<file path="src/rtl/score_pkg.sv">
// rtl/score_pkg.sv - shared constants and state encoding for the score BCD converter
package score_pkg;

  localparam int SCORE_DIGITS = 6;
  localparam int SCORE_MAX    = 999999;
  localparam int SCORE_WORK_W = 20;

  // Low byte of the Seg7 word carries no digits
  localparam logic [7:0] SEG_PAD = 8'h00;

  typedef enum logic [1:0] {
    ST_IDLE  = 2'b00,
    ST_SHIFT = 2'b01,
    ST_DONE  = 2'b10
  } score_state_e;

endpackage

</file>
<file path="src/rtl/bcd_add3.sv">
// rtl/bcd_add3.sv - double-dabble nibble adjust, add 3 when the digit is 5 or more
module bcd_add3 (
  input  logic [3:0] din,
  output logic [3:0] dout
);

  // 4-bit add with no carry out; a digit of 5..9 never overflows the nibble
  assign dout = (din >= 4'd5) ? din + 4'd3 : din;

endmodule

</file>
<file path="src/rtl/score_bcd_converter.sv">
// rtl/score_bcd_converter.sv - sequential binary-to-BCD converter feeding the Seg7 driver
module score_bcd_converter
  import score_pkg::*;
#(
  parameter int BIN_W        = 32,
  parameter int DIGITS       = score_pkg::SCORE_DIGITS,
  parameter int SCORE_MAX    = score_pkg::SCORE_MAX,
  parameter int WORK_W       = score_pkg::SCORE_WORK_W,
  parameter int AUTO_REFRESH = 0
) (
  input  logic                  clk,
  input  logic                  rst,
  input  logic [BIN_W-1:0]      bin,
  input  logic                  in_valid,
  output logic                  in_ready,
  output logic                  busy,
  output logic [4*DIGITS-1:0]   bcd,
  output logic [31:0]           seg_data,
  output logic                  out_valid,
  output logic                  ovf
);

  localparam int BCD_W = 4 * DIGITS;
  localparam int SR_W  = BCD_W + WORK_W;
  localparam int CNT_W = (WORK_W > 1) ? $clog2(WORK_W) : 1;

  score_state_e       state_q;
  score_state_e       state_d;
  logic [SR_W-1:0]    sr;
  logic [BCD_W-1:0]   adj;
  logic [CNT_W-1:0]   cnt;
  logic [BIN_W-1:0]   last_bin;
  logic               ovf_pend;
  logic               over;
  logic [WORK_W-1:0]  sat;
  logic               start;
  logic               last_shift;

  // Saturation is decided on the full-width input before truncation
  assign over       = (bin > BIN_W'(SCORE_MAX));
  assign sat        = over ? WORK_W'(SCORE_MAX) : bin[WORK_W-1:0];
  assign last_shift = (cnt == CNT_W'(WORK_W - 1));
  assign start      = in_ready && ((AUTO_REFRESH != 0) ? (bin != last_bin) : in_valid);

  // Every digit of the BCD field is adjusted in parallel before each shift
  for (genvar i = 0; i < DIGITS; i++) begin : g_add3
    bcd_add3 u_add3 (
      .din  (sr[WORK_W + 4*i +: 4]),
      .dout (adj[4*i +: 4])
    );
  end

  // State register
  always_ff @(posedge clk) begin
    if (rst) begin
      state_q <= ST_IDLE;
    end else begin
      state_q <= state_d;
    end
  end

  // Next-state logic
  always_comb begin
    state_d = state_q;
    case (state_q)
      ST_IDLE:  if (start) state_d = ST_SHIFT;
      ST_SHIFT: if (last_shift) state_d = ST_DONE;
      ST_DONE:  state_d = ST_IDLE;
      default:  state_d = ST_IDLE;
    endcase
  end

  // Handshake outputs; the out_valid cycle is the tail of a conversion, so
  // a new request is taken only once the pulse has gone
  always_comb begin
    in_ready = (state_q == ST_IDLE) && !out_valid;
    busy     = (state_q != ST_IDLE) || out_valid;
  end

  // Datapath: capture on accept, shift during SHIFT, publish in DONE
  always_ff @(posedge clk) begin
    if (rst) begin
      sr        <= '0;
      cnt       <= '0;
      last_bin  <= '0;
      ovf_pend  <= 1'b0;
      ovf       <= 1'b0;
      bcd       <= '0;
      out_valid <= 1'b0;
    end else begin
      out_valid <= (state_q == ST_DONE);
      case (state_q)
        ST_IDLE: begin
          if (start) begin
            sr       <= {{BCD_W{1'b0}}, sat};
            cnt      <= '0;
            ovf_pend <= over;
            last_bin <= bin;
          end
        end
        ST_SHIFT: begin
          sr  <= {adj[BCD_W-2:0], sr[WORK_W-1:0], 1'b0};
          cnt <= cnt + 1'b1;
        end
        ST_DONE: begin
          bcd <= sr[SR_W-1:WORK_W];
          ovf <= ovf_pend;
        end
        default: ;
      endcase
    end
  end

  assign seg_data = {bcd, SEG_PAD};

endmodule
</file>
<file path="config.mk">
export PLATFORM = sky130hd
export DESIGN_NAME = score_bcd_converter
export DESIGN_NICKNAME = d
export VERILOG_FILES = /design/src/rtl/score_pkg.sv /design/src/rtl/bcd_add3.sv /design/src/rtl/score_bcd_converter.sv
export SDC_FILE = /design/constraint.sdc
export NUM_CORES = 1
export LEC_CHECK = 0
export BUFFER_PORTS_ARGS = -buffer_cell sky130_fd_sc_hd__clkbuf_2
export CAP_MARGIN = 30
export CORE_MARGIN = 5
export CORE_UTILIZATION = 53
export CTS_CLUSTER_DIAMETER = 50
export DETAILED_ROUTE_END_ITERATION = 8
export PLACE_DENSITY = 0.79
export SLEW_MARGIN = 10
export SYNTH_ARGS = -nofsm -noshare
export SYNTH_HDL_FRONTEND = slang
export SYNTH_SLANG_ARGS = --single-unit
</file>
<file path="constraint.sdc">
create_clock -name clk -period 1.55 [get_ports clk]
set_clock_uncertainty 0.1 [all_clocks]
set_input_delay 0.155 -clock clk [delete_from_list [all_inputs] [get_ports clk]]
set_output_delay 0.155 -clock clk [all_outputs]
set_load 0.01 [all_outputs]
</file>
==> results of run 1 <==
[cell families (layout without fill, tap and decap cells)]
kind of cell / after synthesis / after routing / share of synthesized area (%)
XOR/XNOR: 11 / 11 / 2.52
AND/OR/NAND/NOR: 144 / 144 / 18.5
multiplexers: 7 / 7 / 1.83
AO/OA/AOI/OAI: 111 / 111 / 18.9
flip-flops: 78 / 78 / 40.8
buffers and inverters: 82 / 174 / 13.1
other: 1 / 8 / 0.0980
adder cells (fa/ha/maj): 13 / 13 / 4.25
[critical path: stages (launching register included)]
cell     delay [ns]
dfxtp_2        0.34
buf_6          0.11
or3_4          0.38
buf_2          0.15
[cell type report]
type                            count  area share [%]
Timing Repair Buffer              137            19.7
Tap cell                           99            2.56
Clock inverter                      7            1.68
Inverter                           21            1.68
Multi-Input combinational cell    294            39.1
Sequential cell                    78            32.7
Clock buffer                        9            2.56
[power breakdown]
part / switching (W) / internal (W) / total, W
logic: 0.000243 / 0.000202 / 0.000444
clock network: 0.000825 / 0.000766 / 0.00159
registers: 0.0000279 / 0.00204 / 0.00207
total: 0.00110 / 0.00301 / 0.00411
[flip-flops by register name (all words and copies together), names as in the netlist]
name and cells:
sr 44, bcd 24, cnt 5, state_q 2
out_valid 1, ovf 1, ovf_pend 1
[through the flow]
stage               instances  hold slack [ns]  instance area (µm²)  utilization [%]  setup TNS (ns)
floorplan                 454            0.192                 3850                -               0
global placement          610            0.277                 4280             59.9           -1.98
detailed placement        610            0.287                 4280             59.9           -2.46
CTS                       648          0.00184                 4750             66.6          -0.110
global route              645           0.0491                 4840             67.8          -0.217
finish                    645           0.0416                 4840             67.8         -0.0693
[cells in the final DEF (no fill, tap or decap), types with 4 or more instances in the layout]
master         netlist  routed
clkbuf_2             0      79
dfxtp_1             78      67
nand2_1             61      61
a21oi_1             48      41
buf_4               35      28
nand3_1             21      21
inv_1               21      18
dlygate4sd3_1        0      16
a21oi_2             10      15
nor2_1              16      14
a22o_1              12      12
ha_1                13      12
nand4_1             11      11
o21ai_0             13      11
o221ai_1            10      10
clkbuf_8             0       9
a31oi_1              8       8
conb_1               1       8
dfxtp_2              0       8
buf_6                6       8
mux2i_1              7       7
nor3_1               7       7
xnor2_1              6       6
xor2_1               5       5
or3_1                6       5
nor4_1               4       4
nand2b_1             6       4
buf_12               0       4
[routing by layer]
layer / wire (µm) / global-route usage (%) / vias to the layer above
li1: - / - / 1708
met3: 623 / 3.75 / 24
met4: 238 / 10.8 / 0
met1: 3660 / 23.3 / 1636
met5: 0 / 0 / -
met2: 5200 / 41.0 / 131
[path summary, 6_finish.rpt]
kind         endpoint  slack [ns]  depth (start not counted)
min reg2reg    bcd[8]        0.37                          2
min             sr[0]        0.04                          3
max reg2reg    sr[19]        0.03                          6
max              busy       -0.03                          3
[repair_timing]
item,in CTS,in global routing
hold endpoints to repair,17,0
resized for setup,22,33
buffers inserted,5,4
gates cloned,0,0
hold buffers,17,0
setup endpoints to repair,24,44
pin swaps,2,14
==> flow_summary.ini, run 1 <==
[finish]
seq_area_um2 = 1580
areaGrowthSynthToFinish_pct = 26.4
fill_cells = 601
multi_input_area_um2 = 1890
drive_gt1_share_pct = 33.5
antenna_cells = 0
nNetsFinal = 589

[floorplan]
fp.dieArea_um2 = 9020
die-width_um = 95.0
coreArea_um2 = 7140
fp.dieH_um = 95.0
fp-row-count = 31
ioPinCount = 95
start_util_pct = 53.6

[detailed_routing]
wl_per_cell_um = 15.1
route.vias.total = 3499
wl_um = 9720
drcViolationCount = 0
antenna_left = 0
via_per_inst = 5.42
drtIter0Drc = 169
drt_pass1_iterations = 4

[synth]
synth_common_cells = dfxtp_1 (78), nand2_1 (61), a21oi_1 (48), buf_4 (35)
synth_top_area_share_pct = 40.8
yosys.area.top_type = dfxtp_1
synth-seq-cells = 78
netlist_area_um2 = 3830
ys_seq_area_share_pct = 40.8
ys_top_cells_by_area = dfxtp_1 (41%), buf_4 (6.9%), a21oi_1 (6.3%)
synth.most_common_cell = dfxtp_1
yosysWarnings = 0
ys.flop_type = dfxtp_1
synth_area_per_cell_um2 = 8.56
async_flop_share_pct = 0
ys_types = 46
synth_edf_count = 0
synthCells = 447

[critical_path]
worstPathMaxFanout = 2
worstSetupStartpoint = out_valid
worstPathRequired_ns = 1.29
cp.arrival_ns = 1.33
crit_type = reg2out
cp-start-kind = flip-flop
endpoint_kind = output pin
r2r_start = out_valid

[placement]
gp_congestion = 0.850
post-place-ws_ns = -0.169
hpwl_um = 6420
io_buffer_count = 86

[sta]
timing_hold_violations_final = 0
min_period_ns = 1.58
rsz0062_at_grt = yes
drv_slew = 0
finalCritPeriodShare_pct = 102
slew_headroom_pct = 64.1
finalWorstSetupSlack_ns = -0.0350
finalSetupViolCount = 2
fmax_mhz = 631
tightest_slew_ns = 0.539

[clocking]
clk_path_buf_depth = 2
clkLatencyLatePin_ns = 0.36
htree_levels = 3
clk_pin_slew_ns = 0.09
cts_root_buf = clkbuf_8
cts_buffers = 9
cts_tree = done
clock-sinks = 78

[status]
status = finished, violations left
violations = negative setup slack

[power_and_ir_drop]
finalPower_w = 0.00411
ir_drop_uv = 645
p_leak_nw = 2.01
power_density_nw_per_um2 = 849

[job]
maxCapViolCount = 0

[global_route]
grt.total_usage_pct = 21.8
grt_pass1_vias = 3471
antenna_found_initial = 0
grt_pass1_wl_um = 15500
grt_max_degree = 34
grt_overflow = 0

[min_path]
hold_path_class = in2reg
min-delay-start = bin[0]
(Power assumes the default switching activity.)
==> inputs of run 2 (changes only) <==
--- a/config.mk
+++ b/config.mk
@@ -12,6 +12,7 @@
 export CTS_CLUSTER_DIAMETER = 50
 export DETAILED_ROUTE_END_ITERATION = 8
 export PLACE_DENSITY = 0.79
+export SETUP_SLACK_MARGIN = 0.5
 export SLEW_MARGIN = 10
 export SYNTH_ARGS = -nofsm -noshare
 export SYNTH_HDL_FRONTEND = slang
==> flow_summary.ini, run 2 (synthesis results as in run 1) <==
[status]
status = finished, violations left
violations = negative setup slack

[global_route]
grt_overflow = 0
grt_max_degree = 36
grt_pass1_wl_um = 18000
grt.total_usage_pct = 26.2
grt_pass1_vias = 3689
antenna_found_initial = 0

[power_and_ir_drop]
clockPowerShare_pct = 36.1
p_int_w = 0.00313
p_seq_share_pct = 48.3
p_sw_w = 0.00116
sw_frac_of_total_pct = 27.0
power_density_nw_per_um2 = 685
combPwrFrac_pct = 15.7
p_leak_nw = 2.43
ir_drop_uv = 625

[finish]
largest_reg_flops = 44
final_core_util_pct = 87.9
drive_gt1_share_pct = 61.8
reg_top3 = sr (44), bcd (24), cnt (5)
antenna_cells = 0
regMostFlops = sr
final_common_cell = buf_6
fill_cells = 319
areaGrowthSynthToFinish_pct = 63.9
final_cell_mix = buf_6 (67), nand2_1 (42), clkbuf_2 (34), dfxtp_2 (33)
layout.cells.non_filler = 670
nNetsFinal = 614

[critical_path]
cp_common_cell = buf_4
crit_type = reg2reg
cp-start-kind = flip-flop
worst_path_max_delay_cell = dfxtp_2
critPathTopFamily = simple AND/OR/NAND/NOR gates
crit_buf_inv = 3
reg2reg_slack_ns = -0.10
worstPathMaxFanout = 6
cp.arrival_ns = 1.79
path_cells = buf_6 -> buf_4 -> and2b_4 -> nand4_1 -> buf_4 -> nand3_1 -> a21oi_2
endpoint_kind = flip-flop
max_stage_delay_ns = 0.34
worstPathRequired_ns = 1.68

[detailed_routing]
drtIter0Drc = 275
drt_pass1_iterations = 5
via_per_inst = 5.99
wl_per_cell_um = 21.8
wl_um = 14600
route.vias.total = 4010
drcViolationCount = 0
antenna_left = 0

[placement]
hpwl_um = 6550
placed_cells = 600
io_buffer_count = 86
gp_congestion = 0.813
post-place-ws_ns = -0.138

[clocking]
clk_pin_slew_ns = 0.08
cts_root_buf = clkbuf_8
htree_levels = 3
clock-sinks = 78
clkLatencyLatePin_ns = 0.36
cts_buffers = 9
cts_tree = done
clk_path_buf_depth = 2

[job]
maxCapViolCount = 0

[floorplan]
fp-row-count = 31
ioPinCount = 95
fp.dieH_um = 95.0
die-width_um = 95.0
start_util_pct = 53.6
fp.dieArea_um2 = 9020
coreArea_um2 = 7140

[sta]
finalWorstSetupSlack_ns = -0.105
slew_headroom_pct = 64.8
rsz0062_at_grt = yes
fmax_mhz = 604
min_period_ns = 1.65
timing_hold_violations_final = 0
tightest_slew_ns = 0.528
drv_slew = 0
final.setup.tns_ns = -0.536
finalCritPeriodShare_pct = 107
finalSetupViolCount = 13

[min_path]
hold_path_class = in2reg
==> run 2: cell count changes in the layout (fill, tap and decap cells not counted), sizes merged <==
| cell | before | now |
|---|---|---|
| buf | 41 | 114 |
| clkbuf | 88 | 48 |
| dlygate4sd3 | 16 | 11 |
| inv | 24 | 21 |
| bufbuf | 0 | 1 |
| dlymetal6s4s | 1 | 0 |
==> run 2: worst paths after layout <==
| kind | startpoint | endpoint | cells past startpoint |
|---|---|---|---|
| setup / recovery | state_q[1] | cnt[3] | 7 |
| hold / removal | bin[9] | sr[9] | 3 |
| setup reg to reg | state_q[1] | cnt[3] | 7 |
| hold reg to reg | bcd[8] | bcd[8] | 2 |
==> run 2: power groups by stage <==
stage | clock network (W) | registers [W] | logic [W]
finish | 0.00155 | 0.00207 | 0.000673
global route | 0.00162 | 0.00208 | 0.000704
CTS | 0.00150 | 0.00207 | 0.000584
detailed placement | 0 | 0.00212 | 0.000378
global placement | 0 | 0.00212 | 0.000365
floorplan | 0 | 0.00211 | 0.000267
==> run 2: routing by layer <==
layer	track usage [%]	part of all wire, %	wire, µm
met3	4.30	6.4	942
met2	46.9	51	7430
met1	29.2	37	5470
met4	14.9	5.3	776
met5	0	0	0
==> run 2: cell type report <==
type                       instances  area, µm²  area share [%]
inverter                          21       98.8            1.58
tap                               99        124            1.98
multi-input combinational        294       2530            40.4
timing repair buffer             162       1670            26.7
sequential                        78       1650            26.3
clock inverter                     4       46.3           0.738
clock buffer                      12        145            2.31
==> run 2: repair_timing <==
item,in CTS,in global routing
resized for setup,126,167
hold buffers,11,0
endpoints found under the hold margin,11,0
pin swaps,59,35
endpoints found under the setup margin,130,130
cloned,6,3
setup buffers,17,17
==> run 2: stage by stage <==
stage	instance area, µm²	hold WS, ns	total power (W)
4_1_cts	5540	0.00139	0.00416
3_3_place_gp	4530	0.277	0.00248
2_1_floorplan	4230	0.192	0.00238
6_report	6270	0.00933	0.00429
5_1_grt	6270	0.00515	0.00440
3_5_place_dp	4530	0.287	0.00250
==> run 2: worst min-delay path, delay by kind of cell <==
family | cells | cell delay [ns]
AOI/OAI and AO/OA | 1 | 0.11
buffers and inverters | 1 | 0.12
and+or+nand+nor | 1 | 0.05
==> inputs of run 3 (changes only) <==
--- a/config.mk
+++ b/config.mk
@@ -8,10 +8,11 @@
 export BUFFER_PORTS_ARGS = -buffer_cell sky130_fd_sc_hd__clkbuf_2
 export CAP_MARGIN = 30
 export CORE_MARGIN = 5
-export CORE_UTILIZATION = 53
+export CORE_UTILIZATION = 55
+export CTS_BUF_LIST = sky130_fd_sc_hd__clkbuf_8
 export CTS_CLUSTER_DIAMETER = 50
 export DETAILED_ROUTE_END_ITERATION = 8
-export PLACE_DENSITY = 0.79
+export PLACE_DENSITY = 0.82
 export SETUP_SLACK_MARGIN = 0.5
 export SLEW_MARGIN = 10
 export SYNTH_ARGS = -nofsm -noshare
==> flow_summary.ini, run 3 (synthesis results as in run 1) <==
[status]
status = finished, violations left
violations = negative hold slack, negative setup slack

[global_route]
antenna_found_initial = 0
grt_pass1_wl_um = 16500
grt.total_usage_pct = 23.8
grt_overflow = 0
grt_pass1_vias = 3502
grt_max_degree = 41

[critical_path]
endpoint_kind = output pin
worstPathMaxFanout = 4
worstPathRequired_ns = 1.29
cp.arrival_ns = 1.38
crit_type = reg2out
cp-start-kind = flip-flop

[finish]
regMostFlops = sr
nNetsFinal = 624
drive_gt1_share_pct = 60.6
final_common_cell = buf_6
final_cell_mix = buf_6 (80), nand2_1 (39), clkbuf_2 (34), buf_4 (34)
largest_reg_flops = 44
layout.cells.non_filler = 675
antenna_cells = 0
areaGrowthSynthToFinish_pct = 63.6
reg_top3 = sr (44), bcd (24), cnt (5)

[clocking]
cts_tree = done
clk_path_buf_depth = 2
cts_buffers = 9
htree_levels = 3
clkLatencyLatePin_ns = 0.35
clock-sinks = 78
clk_pin_slew_ns = 0.08
cts_root_buf = clkbuf_8

[detailed_routing]
wl_um = 15200
drtIter0Drc = 382
via_per_inst = 6.13
wl_per_cell_um = 22.5
antenna_left = 0
drt_pass1_iterations = 7
route.vias.total = 4136
drcViolationCount = 0

[sta]
finalSetupViolCount = 12
slew_headroom_pct = 59.7
drv_slew = 0
finalWorstSetupSlack_ns = -0.0818
tightest_slew_ns = 0.604
final.setup.tns_ns = -0.514
min_period_ns = 1.63
whs_ns = -0.0108
timing_hold_violations_final = 1
fmax_mhz = 613
finalCritPeriodShare_pct = 105
rsz0062_at_grt = yes

[placement]
io_buffer_count = 86
placed_cells = 598
hpwl_um = 6480
gp_congestion = 0.797

[floorplan]
fp-row-count = 30
die-width_um = 93.4
coreArea_um2 = 6790
fp.dieH_um = 93.4
start_util_pct = 56.3
fp.dieArea_um2 = 8720
ioPinCount = 95

[job]
maxCapViolCount = 0

[power_and_ir_drop]
power_density_nw_per_um2 = 661
p_leak_nw = 2.49
ir_drop_uv = 598
finalPower_w = 0.00414

[min_path]
hold_path_class = in2reg
run 3: cell type report:
type                       instances  area, µm²
clock buffer                      10        138
clock inverter                     4       17.5
fill                             232        533
inverter                          21        106
multi-input combinational        294       2530
sequential                        78       1650
tap                               96        120
timing repair buffer             172       1700
run 3: timing repair:
action,in CTS,in global routing
gates cloned,3,3
hold buffers,10,1
pin swaps,35,53
endpoints found under the hold margin,10,1
gates resized for setup,78,221
endpoints found under the setup margin,130,130
buffers inserted,20,26
run 3: metrics by stage:
step	util (%)	setup slack (ns)	hold WS, ns	area, µm²
final	92.2	-0.0818	-0.0108	6260
after global placement	66.6	0.0338	0.277	4530
after CTS	76.6	-0.0534	0.000864	5200
after global routing	92.2	-0.142	0.0146	6260
after detailed placement	66.6	-0.0276	0.284	4530
after floorplan	-	0.264	0.192	4230
run 3: worst paths after layout:
kind / end / depth (start not counted) / start / slack [ns]
worst max-delay path: busy / 3 / state_q[1] / -0.08
worst min-delay path: sr[16] / 3 / bin[16] / -0.01
worst max register to register: sr[39] / 7 / state_q[1] / -0.07
worst min register to register: bcd[16] / 2 / bcd[16] / 0.39
run 3: routing by layer:
| metal | global-route usage (%) | vias to the layer above | part of all wire (%) |
|---|---|---|---|
| met3 | 5.55 | 75 | 6.9 |
| li1 | - | 1782 | - |
| met4 | 7.45 | 0 | 5.4 |
| met1 | 27.3 | 2005 | 36 |
| met2 | 43.5 | 274 | 52 |
| met5 | 0 | - | 0 |
run 3: critical path, cell delays in order (launching register included):
cell and delay [ns]:
dfxtp_2 0.35, buf_6 0.13, or3_4 0.40, buf_2 0.16
run 3: power by group:
part	total [W]	leakage, nW	switching, W	internal (W)
sequential	0.00208	0.660	0.0000514	0.00202
combinational	0.000711	1.74	0.000357	0.000354
clock	0.00135	0.0904	0.000760	0.000593
total	0.00414	2.49	0.00117	0.00297
